==> config.mk <==
export PLATFORM = sky130hd
export DESIGN_NAME = ex_mem_pipeline_reg
export DESIGN_NICKNAME = d
export VERILOG_FILES = /design/src/rtl/ex_mem_pipeline_reg.sv
export SDC_FILE = /design/constraint.sdc
export NUM_CORES = 1
export LEC_CHECK = 0
export ABC_CLOCK_PERIOD_IN_PS = 1100
export CORE_AREA = 2 2 189 191
export CTS_CLUSTER_SIZE = 8
export DETAILED_ROUTE_END_ITERATION = 6
export DIE_AREA = 0 0 191 193
export MAX_ROUTING_LAYER = met4
export SYNTH_ARGS = -nofsm -noshare
export SYNTH_HDL_FRONTEND = slang
export SYNTH_SLANG_ARGS = --single-unit
==> constraint.sdc <==
create_clock -name clk -period 1.1 [get_ports clk]
set_input_delay 0.165 -clock clk [delete_from_list [all_inputs] [get_ports clk]]
set_output_delay 0.165 -clock clk [all_outputs]
set_load 0.02 [all_outputs]
==> src/rtl/ex_mem_pipeline_reg.sv <==
// EX/MEM pipeline register with the architectural NZVC flag register and EX/MEM forwarding value.
// Optional stall/flush event counters are enabled by defining EXMEM_PERF_CNT_EN.
module ex_mem_pipeline_reg #(
  parameter int DATA_WIDTH = 64,
  parameter int REG_W      = 5
`ifdef EXMEM_PERF_CNT_EN
  , parameter int CNT_WIDTH = 32
`endif
) (
  input  logic                  clk,
  input  logic                  reset,
  input  logic                  stall,
  input  logic                  flush,
  input  logic [DATA_WIDTH-1:0] ex_alu_result,
  input  logic [DATA_WIDTH-1:0] ex_reg_data2,
  input  logic [DATA_WIDTH-1:0] ex_bl_write_data,
  input  logic [REG_W-1:0]      ex_rd,
  input  logic [5:0]            ex_control_out,
  input  logic [3:0]            ex_flags,
  output logic [DATA_WIDTH-1:0] mem_alu_result,
  output logic [DATA_WIDTH-1:0] mem_reg_data2,
  output logic [DATA_WIDTH-1:0] mem_bl_write_data,
  output logic [REG_W-1:0]      mem_rd,
  output logic [4:0]            mem_control,
  output logic                  mem_valid,
  output logic [DATA_WIDTH-1:0] ex_mem_forward_data,
  output logic [3:0]            current_flags
`ifdef EXMEM_PERF_CNT_EN
  , output logic [CNT_WIDTH-1:0] stall_count,
  output logic [CNT_WIDTH-1:0] flush_count
`endif
);

  // The all-ones register index (XZR) doubles as "no destination".
  localparam logic [REG_W-1:0] NO_DEST = '1;

  logic       set_flags;
  logic [4:0] ctrl_no_setflags;

  // SetFlags (bit 1) is consumed by the flag register and never travels further down the pipe.
  assign set_flags        = ex_control_out[1];
  assign ctrl_no_setflags = {ex_control_out[5:2], ex_control_out[0]};

  always_ff @(posedge clk) begin
    if (reset) begin
      mem_alu_result    <= '0;
      mem_reg_data2     <= '0;
      mem_bl_write_data <= '0;
      mem_rd            <= NO_DEST;
      mem_control       <= '0;
      mem_valid         <= 1'b0;
      current_flags     <= 4'b0000;
    end else if (flush) begin
      // Bubble: data cleared so a forwarded bubble reads as 0 with RegWrite low; flags untouched.
      mem_alu_result    <= '0;
      mem_reg_data2     <= '0;
      mem_bl_write_data <= '0;
      mem_rd            <= NO_DEST;
      mem_control       <= '0;
      mem_valid         <= 1'b0;
    end else if (!stall) begin
      mem_alu_result    <= ex_alu_result;
      mem_reg_data2     <= ex_reg_data2;
      mem_bl_write_data <= ex_bl_write_data;
      mem_rd            <= ex_rd;
      mem_control       <= ctrl_no_setflags;
      mem_valid         <= 1'b1;
      if (set_flags) begin
        current_flags <= ex_flags;
      end
    end
  end

  // BL writes the link value, so forward that instead of the (unused) ALU result.
  assign ex_mem_forward_data = mem_control[0] ? mem_bl_write_data : mem_alu_result;

`ifdef EXMEM_PERF_CNT_EN
  localparam logic [CNT_WIDTH-1:0] CNT_MAX = '1;

  always_ff @(posedge clk) begin
    if (reset) begin
      stall_count <= '0;
      flush_count <= '0;
    end else begin
      // Flush outranks stall, so a combined request is counted as a flush only.
      if (flush && (flush_count != CNT_MAX)) begin
        flush_count <= flush_count + 1'b1;
      end
      if (stall && !flush && (stall_count != CNT_MAX)) begin
        stall_count <= stall_count + 1'b1;
      end
    end
  end
`endif

endmodule

# Word level (Yosys, flattened, before mapping)
# Index checks and enable logic that the tools add are counted.
# word_totals
regBits	207
input_bits	211
output_inout_bits	271
wordCells	12
# op_classes
muxes	1
n_bitwise	2
reduce_logical	2
# op_table
op	count
2-to-1 mux 64 bit	1
AND reduction 3 bit	1
NOT 1 bit	2
OR reduction 2 bit	1

# Longest topological paths before layout
# Gate-level depths: netlist (run 1).
# depth
word_depth	2
ltp_mapped	6
mapped_depth_nobuf	2

# Worst setup path before layout (run 1)
# Ideal clock, no wire load.
# synth_path
path_kind	register -> output
start	register mem_control[0]
end	output ex_mem_forward_data[13]
setup_slack_ps	-352
stages_incl_launch_ff	4
t_arrival_ps	1287
required_time_ps	935
path_cell_list	dfxtp_1 buf_2 buf_2 mux2_2
# synth_via
elab_chain_cells	1
# synth_lines
item	line	source
from (decl)	24	output logic [4:0] mem_control,
from (signal assigned)	66	mem_control <= ctrl_no_setflags;
2-to-1 mux 64 bit	75	assign ex_mem_forward_data = mem_control[0] ? mem_bl_write_data : mem_alu_result;
to (decl)	26	output logic [DATA_WIDTH-1:0] ex_mem_forward_data,
# Every way passes these cells.

# Final worst setup path (run 1)
# layout_path
start	register mem_control[0]
end	output ex_mem_forward_data[3]
# Same word-level chain as after synthesis.

==> results of run 1 <==
==> layout make-up <==
cell class	count	area [µm²]	share of cell area, %
Timing Repair Buffer	676	7100	42.2
Sequential cell	207	4450	26.5
Multi-Input combinational cell	484	3940	23.4
Clock buffer	31	733	4.36
Tap cell	461	577	3.43
Clock inverter	1	8.76	0.0521
Inverter	1	3.75	0.0223
==> worst paths after layout <==
check / to / slack [ps]
max: ex_mem_forward_data[3] / -820
min: mem_alu_result[61]$_SDFFE_PP0N_ / 50
max reg2reg: mem_alu_result[42]$_SDFFE_PP0N_ / 140
min reg2reg: current_flags[1]$_SDFFE_PP0P_ / 480
==> registers in the layout (all words and copies together) (netlist names) <==
| name | count |
|---|---|
| mem_alu_result | 64 |
| mem_bl_write_data | 64 |
| mem_reg_data2 | 64 |
| mem_control | 5 |
| mem_rd | 5 |
| current_flags | 4 |
| mem_valid | 1 |
==> power groups by stage <==
stage	sequential (W)	clock, W	combinational [W]
6_report	0.00800	0.00770	0.00361
5_1_grt	0.00802	0.00831	0.00383
4_1_cts	0.00802	0.00799	0.00357
3_5_place_dp	0.00808	0	0.00339
3_3_place_gp	0.00809	0	0.00336
2_1_floorplan	0.00836	0	0.00118
==> through the flow <==
step	total power, W	hold slack [ps]	setup TNS [ps]	utilization (%)
floorplan	0.00954	289	-4640	-
global placement	0.0114	439	-105090	42.4
detailed placement	0.0115	456	-107230	42.4
CTS	0.0196	36.5	-81320	47.2
global route	0.0202	55.2	-82790	48.1
finish	0.0193	49.6	-69220	48.1
==> layer usage <==
| layer | vias up | part of all wire (%) |
|---|---|---|
| met1 | 3640 | 40 |
| met3 | 44 | 10 |
| met5 | - | 0 |
| met2 | 339 | 48 |
| li1 | 3799 | - |
| met4 | 0 | 1.8 |
==> cell families after synthesis <==
logic type	after synthesis	share of synthesized area [%]
muxes	270	33.9
and+or+nand+nor	213	11.3
DFF	207	50.4
buffers and inverters	54	4.34
AOI/OAI and AO/OA	1	0.0608
==> repair_timing <==
action                     4_1_cts  5_1_grt
gates cloned                     3        0
setup buffers                   20       44
hold buffers                     0        0
setup endpoints to repair      271      271
resized for setup             1839       91
==> worst max-delay path: cells and delay by family (launching register included) <==
family / cells / cell delay (ps)
mux: 1 / 330
flops: 1 / 410
buf+inv: 3 / 470
==> placed cells by master (no fill, tap or decap) <==
cell             instances
a21oi_1                  1
buf_12                  16
buf_16                   2
buf_2                   25
buf_4                   73
buf_6                  350
buf_8                    1
clkbuf_1                 2
clkbuf_16               29
clkdlybuf4s50_1        209
dfxtp_2                189
dfxtp_4                 18
inv_1                    1
inv_6                    1
mux2_2                   6
mux2_4                  58
mux2i_1                206
nand2_1                  5
nand2b_1                 8
nor2_1                 158
nor2_2                  40
nor3b_2                  1
or2_4                    1
==> summary.md, run 1 <==
| Metric | Value |
|---|---|
| Status | `finished, violations left` |
| Cells after DPL | `1798` |
| Rel. slew slack | `82.3%` |
| Most common cell in the netlist | `dfxtp_1` |
| Leading post-synthesis cells by cell area | `dfxtp_1 50%, mux2i_1 25%, mux2_2 8.8%` |
| CTS Buffer Depth | `3` |
| Placed wire-length estimate | `23300 µm` |
| TritonCTS Buffers | `29` |
| H-tree depth | `1` |
| Initial DRC count | `130` |
| Root Buffer Master | `clkbuf_16` |
| Drt via density | `4.20` |
| Hold Path Class | `input pin to flop` |
| Largest net degree at the start of global routing | `35` |
| Share of post-route cells with drive strength above 1 | `57.9%` |
| FMAX | `0.521 GHz` |
| CP Data Arrival Time | `1750 ps` |
| CP Capture Type | `primary output` |
| Vias in the first global route | `8093` |
| Violated checks | `setup timing` |
| Final ANT Viol Nets | `0` |
| Initial antenna violation count | `0` |
| Design Area, Final | `16800 µm²` |
| Final cell count without fillers | `1861` |
| Clock skew | `0 ps` |
| RSZ-0062 raised after global routing | `true` |
| Leakage | `7.68 nW` |
| # DRC | `0` |
| Routed vias | `7822` |
| Hold Vio Cnt, Final | `0` |
| Top-Level Pins | `482` |
| Final Max Slew Viols | `0` |
| Mapped Area | `8220 µm²` |
| Ant diodes | `0` |
| Worst r2r src | `mem_alu_result[42]$_SDFFE_PP0N_` |
| Die area | `36900 µm²` |
| Core area | `35000 µm²` |
| Gr ovfl total | `0` |
| Synth warn | `0` |
| Fill cells | `3173` |
| Count of final setup violators | `271` |
| Synth top area share | `50.4%` |
| Clock Pin Slew Worst Setup and Hold Paths | `50 ps` |
| Depth of the most critical reg-to-reg path | `5` |
| Rows | `69` |
| IO buf count | `481` |
| HP Start | `stall` |
| Worst slack, placed | `-638 ps` |
| Critical path type | `flop to primary output` |
| Type of origin of the critical path | `flop` |
| Critical Path RT | `940 ps` |
| CTS tree | `built` |
| Routed len/inst | `16.8 µm` |
| Total clock sinks | `207` |
| Crit-path slowest cell | `dfxtp_4` |
| Crit. Startpoint | `mem_control[0]$_SDFFE_PP0N_` |
| Post-DP Area | `14800 µm²` |
| Peak supply drop | `0.00103 V` |
| Seq pwr share | `41.4%` |
| Met2 Use GR | `27.6%` |
| Gp weighted congestion | `0.877` |
| Slowest stage delay, CP | `410 ps` |
| Main flop type after synthesis | `dfxtp_1` |
| Die Ht | `193 µm` |
| Most frequent cells after synthesis | `207 x dfxtp_1, 206 x mux2i_1, 158 x nor2_1` |
| Comb pwr share | `18.7%` |
| Asr flop ratio synth | `0%` |
| Initial cell density of the core | `23.5%` |
| Worst Tran Pin Value | `265 ps` |
| M1 GR Usage | `18.5%` |
| WL final | `31300 µm` |
| Worst-path maximum fanout | `8` |
| Setup WS post-layout | `-819 ps` |
| P_sw | `0.00476 W` |
| Gr busiest metal | `met2` |
| Post-synthesis sequential area ratio | `50.4%` |
| Switching Fraction | `24.6%` |
| Synth Area per Inst | `11.0 µm²` |
| Yosys reg bits | `207` |
| First-pass GRT wire length | `45600 µm` |
| Total GRT Usage | `16.3%` |
| Syn Nets | `956` |
| Internal | `0.0146 W` |
| Cell Chain, Critical Path | `buf_12 -> buf_4 -> mux2_2 -> buf_2` |
| Tcrit/Tclk final | `174%` |
| Yosys top cell by area | `dfxtp_1` |
| Die X | `191 µm` |
| Router iterations before antenna repair | `4` |
| Minimum period implied by the final worst setup slack | `1920 ps` |
| Met3 global-route usage | `5.67%` |
| Hold depth | `3` |
| Distinct cells, synth | `15` |
| EDFF count, synth | `0` |
| Clk pwr share | `39.9%` |
| Post-Syn Instances | `745` |
| Max-cap viol count | `0` |
| Layout area overhead | `104%` |
| Final nets | `1610` |
| Cell Pwr Density | `1150 nW/µm²` |
| Later-pin clock latency in the skew report | `530 ps` |
Power figures use the tool's default switching activity.
==> run 2: changes to the inputs <==
--- a/config.mk
+++ b/config.mk
@@ -11,6 +11,7 @@
 export DETAILED_ROUTE_END_ITERATION = 6
 export DIE_AREA = 0 0 191 193
 export MAX_ROUTING_LAYER = met4
+export SLEW_MARGIN = 20
 export SYNTH_ARGS = -nofsm -noshare
 export SYNTH_HDL_FRONTEND = slang
 export SYNTH_SLANG_ARGS = --single-unit
==> results of run 2 <==
Same layout as run 1: the final DEF is identical, and so are final timing and power.
==> run 3: changes to the inputs <==
--- a/config.mk
+++ b/config.mk
@@ -7,6 +7,7 @@
 export LEC_CHECK = 0
 export ABC_CLOCK_PERIOD_IN_PS = 1100
 export CORE_AREA = 2 2 189 191
+export CTS_CLUSTER_DIAMETER = 200
 export CTS_CLUSTER_SIZE = 8
 export DETAILED_ROUTE_END_ITERATION = 6
 export DIE_AREA = 0 0 191 193
==> run 3 against run 2 <==
Against the previous run: the flow still finishes with violations (setup timing); clock-buffer cell count did not move; final cell count did not move; combinational power barely moved; via count barely moved; routed wire length rose by 0.11%.
==> summary.md, run 3 (synthesis results as in run 1) <==
| Metric | Value |
|---|---|
| Initial DRC count | `146 (was 130)` |
| Router iterations before antenna repair | `4 (unchanged)` |
| CP Data Arrival Time | `1760 ps (was 1750 ps)` |
| Total GRT Usage | `16.4% (was 16.3%)` |
| Worst r2r src | `mem_alu_result[42]$_SDFFE_PP0N_ (unchanged)` |
| CTS Buffer Depth | `3 (unchanged)` |
| WL final | `31300 µm (about the same)` |
| Post-CTS Hold Buffers | `0 (unchanged)` |
| Count of final setup violators | `271 (unchanged)` |
| Tcrit/Tclk final | `175% (was 174%)` |
| Layout area overhead | `104% (unchanged)` |
| Most frequent cells in the layout | `350 x buf_6, 209 x clkdlybuf4s50_1, 206 x mux2i_1, 189 x dfxtp_2, 158 x nor2_1 (unchanged)` |
| Die area | `36900 µm² (unchanged)` |
| Design Area, Final | `16800 µm² (unchanged)` |
| IO buf count | `481 (unchanged)` |
| Largest net degree at the start of global routing | `35 (unchanged)` |
| Share of post-route cells with drive strength above 1 | `57.9% (unchanged)` |
| Largest regs | `mem_alu_result: 64 flops, mem_bl_write_data: 64 flops, mem_reg_data2: 64 flops (unchanged)` |
| Overall Power | `0.0193 W (about the same)` |
| Die X | `191 µm (unchanged)` |
| Total clock sinks | `207 (unchanged)` |
| First-pass GRT wire length | `45600 µm (about the same)` |
| Rows | `69 (unchanged)` |
| TritonCTS Buffers | `29 (unchanged)` |
| Top-Level Pins | `482 (unchanged)` |
| Leakage | `7.68 nW (unchanged)` |
| CP Capture Type | `primary output (unchanged)` |
| Crit-path slowest cell | `dfxtp_4 (unchanged)` |
| Gp weighted congestion | `0.877 (unchanged)` |
| Max-cap viol count | `0 (unchanged)` |
| Routed vias | `7829 (was 7822)` |
| CTS tree | `built (unchanged)` |
| Slowest stage delay, CP | `410 ps (about the same)` |
| Worst-path maximum fanout | `8 (unchanged)` |
| Type of origin of the critical path | `flop (unchanged)` |
| Routed len/inst | `16.8 µm (about the same)` |
| Later-pin clock latency in the skew report | `540 ps (was 530 ps)` |
| Critical path type | `flop to primary output (unchanged)` |
| Final ANT Viol Nets | `0 (unchanged)` |
| Die Ht | `193 µm (unchanged)` |
| Minimum period implied by the final worst setup slack | `1930 ps (was 1920 ps)` |
| FMAX | `0.519 GHz (was 0.521 GHz)` |
| Clock Pin Slew Worst Setup and Hold Paths | `50 ps (about the same)` |
| Rel. slew slack | `82.3% (about the same)` |
| Hold Vio Cnt, Final | `0 (unchanged)` |
| Root Buffer Master | `clkbuf_16 (unchanged)` |
| Initial antenna violation count | `0 (unchanged)` |
| Violated checks | `setup timing (unchanged)` |
| Vias in the first global route | `8121 (was 8093)` |
| Gr ovfl total | `0 (unchanged)` |
| Commonest non-fill, non-tap cell in the layout | `buf_6 (unchanged)` |
| # DRC | `0 (unchanged)` |
| Worst Tran Pin Value | `265 ps (about the same)` |
| Cell Pwr Density | `1150 nW/µm² (about the same)` |
| Post-DP Area | `14800 µm² (unchanged)` |
| Drt via density | `4.21 (was 4.20)` |
| Placed wire-length estimate | `23300 µm (unchanged)` |
| Status | `finished, violations left (unchanged)` |
| Final Max Slew Viols | `0 (unchanged)` |
| Ant diodes | `0 (unchanged)` |
| Initial cell density of the core | `23.5% (unchanged)` |
| Critical Path RT | `940 ps (about the same)` |
| Setup WS post-layout | `-828 ps (was -819 ps)` |
| Cell Chain, Critical Path | `buf_12 -> buf_4 -> mux2_2 -> buf_2 (unchanged)` |
| Final nets | `1610 (unchanged)` |
| Min Hold Slack | `44.9 ps (was 49.6 ps)` |
| Peak supply drop | `0.00106 V (was 0.00103 V)` |
| HP Start | `stall (unchanged)` |
| Core area | `35000 µm² (unchanged)` |
| Clock skew | `0 ps (unchanged)` |
| Crit. Startpoint | `mem_control[0]$_SDFFE_PP0N_ (unchanged)` |
| H-tree depth | `1 (unchanged)` |
| Hold Path Class | `input pin to flop (unchanged)` |
| RSZ-0062 raised after global routing | `true (unchanged)` |
-- run 3: worst paths after layout --
check | slack (ps) | to | cells past startpoint
hold reg to reg | 480 | mem_rd[0]$_SDFFE_PP1N_ | 2
hold / removal | 40 | mem_alu_result[61]$_SDFFE_PP0N_ | 3
setup / recovery | -830 | ex_mem_forward_data[3] | 4
setup reg to reg | 140 | mem_alu_result[42]$_SDFFE_PP0N_ | 5
-- run 3: stage by stage --
step	TNS [ps]	setup slack, ps	instances	util [%]
after global routing	-82120	-886	1861	48.1
after global placement	-105090	-636	1798	42.4
after floorplan	-4640	-83.3	745	-
after detailed placement	-107230	-638	1798	42.4
final	-70920	-828	1861	48.1
after CTS	-82720	-915	1844	47.2
-- run 3: per-layer routing --
metal  routed length [µm]  vias to the layer above  GRT usage, %
met2                15200                      342          27.7
met3                 3050                       44          5.38
met4                  614                        0          4.44
li1                     -                     3801             -
met1                12500                     3642          18.6
met5                    0                        -             -
-- run 3: area by class of cell --
| cell class | instances | area, µm² |
|---|---|---|
| fillers | 3176 | 18200 |
| repair buffers | 676 | 7100 |
| flip-flops and latches | 207 | 4450 |
| multi-input cells | 484 | 3940 |
| clock buffers | 31 | 733 |
| well taps | 461 | 577 |
| clock inverters | 1 | 8.76 |
| inverters | 1 | 3.75 |
-- run 3: repair_timing --
action,in CTS,in global routing
gates cloned,3,0
gates resized for setup,1839,91
buffers inserted,20,44
endpoints found under the setup margin,271,271
-- run 3: power by group --
part           internal, W  switching (W)  leakage, nW
combinational      0.00217        0.00144         5.54
clock              0.00460        0.00311        0.364
sequential         0.00778       0.000218         1.78
-- run 3: critical path, delay by kind of cell (launching register included) --
kind	cells	cell delay, ps
buffers and inverters	3	470
DFF	1	410
muxes	1	330
